## src/rtl/bip_pkg.sv

```systemverilog
// Shared constants and state encoding for the BIP run controller and its
// outbound debug report frame.
package bip_pkg;

    localparam logic [4:0] HLT_OPCODE   = 5'b00000;
    localparam logic [7:0] FRAME_HEADER = 8'hA5;
    localparam int         FRAME_LEN    = 8;

    typedef enum logic [2:0] {
        ST_IDLE,
        ST_RUN,
        ST_SEND,
        ST_WAIT,
        ST_DONE
    } state_t;

endpackage

```

## src/rtl/bip_report_tx.sv

```systemverilog
// Gates the BIP CPU for one program run, counts executed cycles, and on HLT
// sends an 8-byte PC/ACC/cycle report through a byte-wide UART handshake.
module bip_report_tx
    import bip_pkg::*;
#(
    parameter int NB_DATA            = 16,
    parameter int NB_OPCODE          = 5,
    parameter int LOG2_N_INSMEM_ADDR = 11,
    parameter int NB_CYCLES          = 16,
    parameter int NB_BYTE            = 8
) (
    input  logic                          i_clock,
    input  logic                          i_reset,
    input  logic                          i_start,
    input  logic [LOG2_N_INSMEM_ADDR-1:0] i_pc,
    input  logic [NB_DATA-1:0]            i_acc,
    input  logic [NB_DATA-1:0]            i_instruction,
    input  logic                          i_tx_done,
    output logic                          o_cpu_valid,
    output logic [NB_BYTE-1:0]            o_tx_data,
    output logic                          o_tx_start,
    output logic                          o_busy,
    output logic                          o_done
);

    localparam int                NB_INDEX   = $clog2(FRAME_LEN);
    localparam logic [NB_INDEX-1:0] LAST_INDEX = NB_INDEX'(FRAME_LEN - 1);

    state_t               state;
    logic [NB_CYCLES-1:0] cycles;
    logic [NB_INDEX-1:0]  index;
    logic [NB_INDEX-1:0]  mux_index;
    logic [15:0]          pc_snap;
    logic [15:0]          acc_snap;
    logic [15:0]          cyc_snap;
    logic [15:0]          cyc16;
    logic [7:0]           frame_byte;
    logic                 is_hlt;
    logic                 unused_bits;

    assign is_hlt      = i_instruction[NB_DATA-1 -: NB_OPCODE] == NB_OPCODE'(HLT_OPCODE);
    assign unused_bits = ^i_instruction[NB_DATA-NB_OPCODE-1:0];

    // Combinational on purpose: the CPU must not advance on the HLT cycle.
    assign o_cpu_valid = (state == ST_RUN) && !is_hlt;
    assign o_busy      = (state == ST_RUN) || (state == ST_SEND) || (state == ST_WAIT);
    assign o_done      = (state == ST_DONE);

    // Wide counters report their upper 16 bits; narrow ones are zero-extended.
    if (NB_CYCLES >= 16) begin : g_cyc_wide
        assign cyc16 = cycles[NB_CYCLES-1 -: 16];
    end else begin : g_cyc_narrow
        assign cyc16 = 16'(cycles);
    end

    // Byte 0 is loaded straight from the HLT cycle, later bytes on each done.
    assign mux_index = (state == ST_WAIT) ? NB_INDEX'(index + 1'b1) : '0;

    // NOTE: every path assigns frame_byte first, so no latch can be inferred.
    always_comb begin
        frame_byte = FRAME_HEADER;
        case (mux_index)
            3'd1:    frame_byte = pc_snap[15:8];
            3'd2:    frame_byte = pc_snap[7:0];
            3'd3:    frame_byte = acc_snap[15:8];
            3'd4:    frame_byte = acc_snap[7:0];
            3'd5:    frame_byte = cyc_snap[15:8];
            3'd6:    frame_byte = cyc_snap[7:0];
            3'd7:    frame_byte = pc_snap[15:8] ^ pc_snap[7:0] ^ acc_snap[15:8]
                                ^ acc_snap[7:0] ^ cyc_snap[15:8] ^ cyc_snap[7:0];
            default: frame_byte = FRAME_HEADER;
        endcase
    end

    // NOTE: all state updates use <= so every branch sees pre-edge values.
    always_ff @(posedge i_clock) begin
        if (i_reset) begin
            state      <= ST_IDLE;
            cycles     <= '0;
            index      <= '0;
            pc_snap    <= '0;
            acc_snap   <= '0;
            cyc_snap   <= '0;
            o_tx_data  <= '0;
            o_tx_start <= 1'b0;
        end else begin
            o_tx_start <= 1'b0;
            if (o_cpu_valid && (cycles != '1))
                cycles <= cycles + 1'b1;

            case (state)
                ST_IDLE, ST_DONE: begin
                    if (i_start) begin
                        state  <= ST_RUN;
                        cycles <= '0;
                    end
                end
                ST_RUN: begin
                    if (is_hlt) begin
                        pc_snap    <= 16'(i_pc);
                        acc_snap   <= 16'(i_acc);
                        cyc_snap   <= cyc16;
                        index      <= '0;
                        o_tx_data  <= NB_BYTE'(frame_byte);
                        o_tx_start <= 1'b1;
                        state      <= ST_SEND;
                    end
                end
                ST_SEND: state <= ST_WAIT;
                ST_WAIT: begin
                    if (i_tx_done) begin
                        if (index == LAST_INDEX) begin
                            state <= ST_DONE;
                        end else begin
                            index      <= index + 1'b1;
                            o_tx_data  <= NB_BYTE'(frame_byte);
                            o_tx_start <= 1'b1;
                            state      <= ST_SEND;
                        end
                    end
                end
                default: state <= ST_IDLE;
            endcase
        end
    end

endmodule

```

## config.mk

```make
export PLATFORM = sky130hd
export DESIGN_NAME = bip_report_tx
export DESIGN_NICKNAME = d
export VERILOG_FILES = /design/src/rtl/bip_pkg.sv /design/src/rtl/bip_report_tx.sv
export SDC_FILE = /design/constraint.sdc
export NUM_CORES = 1
export LEC_CHECK = 0
export CORE_ASPECT_RATIO = 1.4
export CORE_MARGIN = 4
export CORE_UTILIZATION = 40
export CTS_BUF_LIST = sky130_fd_sc_hd__clkbuf_2 sky130_fd_sc_hd__clkbuf_4 sky130_fd_sc_hd__clkbuf_8
export DETAILED_ROUTE_END_ITERATION = 12
export GPL_TIMING_DRIVEN = 0
export SYNTH_ARGS = -nofsm -noshare
export SYNTH_HDL_FRONTEND = slang
export SYNTH_SLANG_ARGS = --single-unit
```

## constraint.sdc

```tcl
create_clock -name i_clock -period 3.3 [get_ports i_clock]
set_clock_uncertainty 0.2 [all_clocks]
set_input_delay 0.66 -clock i_clock [delete_from_list [all_inputs] [get_ports i_clock]]
set_output_delay 0.66 -clock i_clock [all_outputs]
set_load 0.02 [all_outputs]
```

==> flow_metrics.env <==
export IMPL_cap_violations=0
export IMPL_clkLatencyLatePin_ns=0.36
export IMPL_critPathRequiredTime_ns=2.44
export IMPL_cts_root_buffer="clkbuf_8"
export IMPL_tritoncts="yes"
export IMPL_path_class="in2out"
export IMPL_hpwlAfterDp_um=7462
export IMPL_synth_seq_cells=74
export IMPL_async_reset_ff_frac=0
export IMPL_clockBufferDepth=2
export IMPL_core_area_sq_um=9029
export IMPL_reg2reg_to="o_tx_data[2]$_SDFFE_PP0P_"
export IMPL_nets=566
export IMPL_ant_nets=0
export IMPL_min_delay_start="o_tx_data[1]$_SDFFE_PP0P_"
export IMPL_start_util=0.4095
export IMPL_die_h_um=121.8
export IMPL_diodes=0
export IMPL_clkSinkCount=74
export IMPL_post_drt_wl_per_cell_um=15.57
export IMPL_antenna_found_initial=0
export IMPL_slew_headroom=0.3192
export IMPL_peakVddDrop_v=0.0002189
export IMPL_cp_arrival_ns=2.28
export IMPL_yosys_warnings=0
export IMPL_route_detailed_drc=0
export IMPL_clk_pin_slew_ns=0.08
export IMPL_viasPerCell=5.266
export IMPL_drtPass1Iterations=4
export IMPL_power_total_mw=1.695
export IMPL_gr_total_overflow=0
export IMPL_status="finished, final reports clean"
export IMPL_cts_htree_levels=3
export IMPL_hold_ws_ns=0.2766
export IMPL_io_pins=59
export IMPL_leakage_nw=1.393
export IMPL_avgSynthCellArea_sq_um=8.090
export IMPL_grt_max_degree=14
export IMPL_io_buffers=47
export IMPL_synth_distinct_cells=45
export IMPL_synth_cells=457
export IMPL_drt_total_wl_um=9781
export IMPL_hold_depth=1
export IMPL_cts_buffers=9
export IMPL_post_route_min_period_ns=3.138
export IMPL_cp_max_fo=6
export IMPL_critPathLaunchType="input port"
export IMPL_finalMaxSlewViolations=0
export IMPL_fin_ws_ns=0.1624
export IMPL_num_rows=41
export IMPL_ys_seq_area_frac=0.4007
export IMPL_min_path_type="reg2reg"
export IMPL_synthToLayoutAreaGrowth_pct=21.83
export IMPL_finalCritPeriodShare=0.9508
export IMPL_drive_above_1_share=0.06718
export IMPL_dieWidth_um=89.26
export IMPL_pre_cts_ws_ns=-0.3068
export IMPL_hold_end="o_tx_data[1]$_SDFFE_PP0P_"
export IMPL_final_util=0.4989
export IMPL_dr_first_iter_drc_count=158
export IMPL_p_per_area_nw_per_um2=376.4
export IMPL_worstReg2RegStart="index[0]$_SDFFE_PP0P_"
export IMPL_rrSetupSlack_ns=0.63
export IMPL_tightest_slew_ns=1.013
export IMPL_grt_first_pass_wirelength_um=16010
export IMPL_grtUsageTotal=0.1914
export IMPL_place_gp_congestion=0.8577
export IMPL_synth_flop_cell="dfxtp_1"
export IMPL_finalHoldViolCount=0
export IMPL_rsz0062_at_grt="false"
export IMPL_netlist_area_sq_um=3697
export IMPL_setup_viol=0
export IMPL_max_freq_ghz=0.3187
export IMPL_dieArea_sq_um=10870
export IMPL_via_count=3307
export IMPL_crit_path_end_kind="primary output"
export IMPL_synth_fp_nets=507
export IMPL_r2r_worst_path_cells=6
export IMPL_synth_edf_count=0
export IMPL_ctsHoldBuffers=0
export IMPL_grt_pass1_vias=3308
-- layout by cell type, fill, tap and decap left out, types with 3 or more instances in the layout --
| cell | instances |
|---|---|
| o22ai_1 | 5 |
| clkdlybuf4s50_1 | 46 |
| and3_1 | 4 |
| nand2_1 | 104 |
| o21ai_0 | 6 |
| buf_1 | 3 |
| clkbuf_8 | 11 |
| o2bb2ai_1 | 4 |
| nor3_1 | 8 |
| mux2_2 | 4 |
| xnor2_1 | 45 |
| nand2b_1 | 3 |
| a21oi_1 | 49 |
| clkbuf_1 | 16 |
| xor2_1 | 3 |
| inv_1 | 5 |
| nand4_1 | 5 |
| nand3_1 | 11 |
| nor2_1 | 37 |
| buf_2 | 7 |
| nor3b_1 | 3 |
| a211oi_1 | 6 |
| nor2b_1 | 5 |
| nor4_1 | 4 |
| ha_1 | 3 |
| dfxtp_1 | 74 |
| mux2i_1 | 15 |
| a311oi_1 | 4 |
-- critical path, cell delays in order --
cell and delay, ns:
clkdlybuf4s50_1 0.39, or4_1 0.50, buf_2 0.19, o21ai_4 0.17, inv_1 0.05, dlygate4sd2_1 0.31
-- area by class of cell --
| class | instances | area [sq um] |
|---|---|---|
| Tap cell | 107 | 133.9 |
| Timing Repair Buffer | 48 | 476.7 |
| Inverter | 5 | 18.77 |
| Multi-Input combinational cell | 352 | 2098 |
| Buffer | 26 | 106.4 |
| Clock buffer | 11 | 151.4 |
| Fill cell | 875 | 4524 |
| Sequential cell | 74 | 1481 |
| Clock inverter | 5 | 37.54 |
-- cell families after synthesis --
family / share of synthesized area
xor gates and xnor gates: 0.1137
buffers and inverters: 0.03384
adders and majority gates: 0.01015
AOI/OAI and AO/OA: 0.1337
DFF: 0.4007
muxes: 0.05279
and+or+nand+nor: 0.2552
-- power breakdown --
part	total, mW	switching [mW]	internal [mW]
Clock	0.679	0.363	0.317
Sequential	0.901	0.00437	0.896
Combinational	0.115	0.0558	0.0593
-- Yosys cell counts (all sizes together), types with 2 or more instances --
library cell | number | area (sq um)
and4b | 2 | 20.02
buf | 10 | 46.29
a211oi | 6 | 45.04
o2bb2ai | 4 | 35.03
nand2b | 3 | 18.77
xnor2 | 45 | 394.1
mux2 | 4 | 45.04
clkbuf | 16 | 60.06
a22oi | 2 | 15.01
nor2 | 37 | 138.9
xor2 | 3 | 26.28
a311oi | 4 | 35.03
nand3 | 11 | 55.05
mux2i | 15 | 150.1
ha | 3 | 37.54
nor3b | 3 | 22.52
nor4 | 7 | 80.07
nor4bb | 2 | 20.02
o22ai | 5 | 31.28
dfxtp | 74 | 1481
or3 | 3 | 23.77
nor3 | 8 | 40.04
nand2 | 104 | 390.4
nor2b | 5 | 31.28
o21ai | 7 | 38.79
and3 | 4 | 25.02
a21oi | 50 | 261.5
nand4 | 5 | 31.28
inv | 5 | 18.77
-- repair_timing --
action | 4_1_cts | 5_1_grt
resized for setup | 2 | 0
setup endpoints to repair | 1 | 0
setup buffers | 1 | 0
-- routing by layer --
metal	part of all wire	track usage	vias up
li1	-	-	1676
met1	0.43	0.2316	1547
met2	0.51	0.3266	68
met3	0.040	0.03451	16
met4	0.021	0.08101	0
met5	0	0	-
-- registers in the layout (all words and copies together), names as in the netlist --
signal and cells:
acc_snap 16, o_tx_start 1, cyc16 16, state 3, cyc_snap 16, pc_snap 11, index 3, o_tx_data 8
-- stage by stage --
| step | std cells | setup TNS (ns) | area [sq um] |
|---|---|---|---|
| finish | 628 | 0 | 4504 |
| global route | 628 | 0 | 4504 |
| CTS | 628 | 0 | 4504 |
| detailed placement | 611 | -0.3068 | 4302 |
| global placement | 611 | -0.2903 | 4302 |
| floorplan | 457 | 0 | 3697 |
-- how the worst max path moves through the flow --
| stage | from | endpoint | depth (start not counted) |
|---|---|---|---|
| finish | i_instruction[11] | o_cpu_valid | 6 |
| global placement | i_instruction[11] | o_cpu_valid | 6 |
| global route | i_instruction[11] | o_cpu_valid | 6 |
| floorplan | i_instruction[11] | o_cpu_valid | 4 |
| detailed placement | i_instruction[11] | o_cpu_valid | 6 |
| CTS | i_instruction[11] | o_cpu_valid | 6 |
Power figures use the tool's default switching activity.
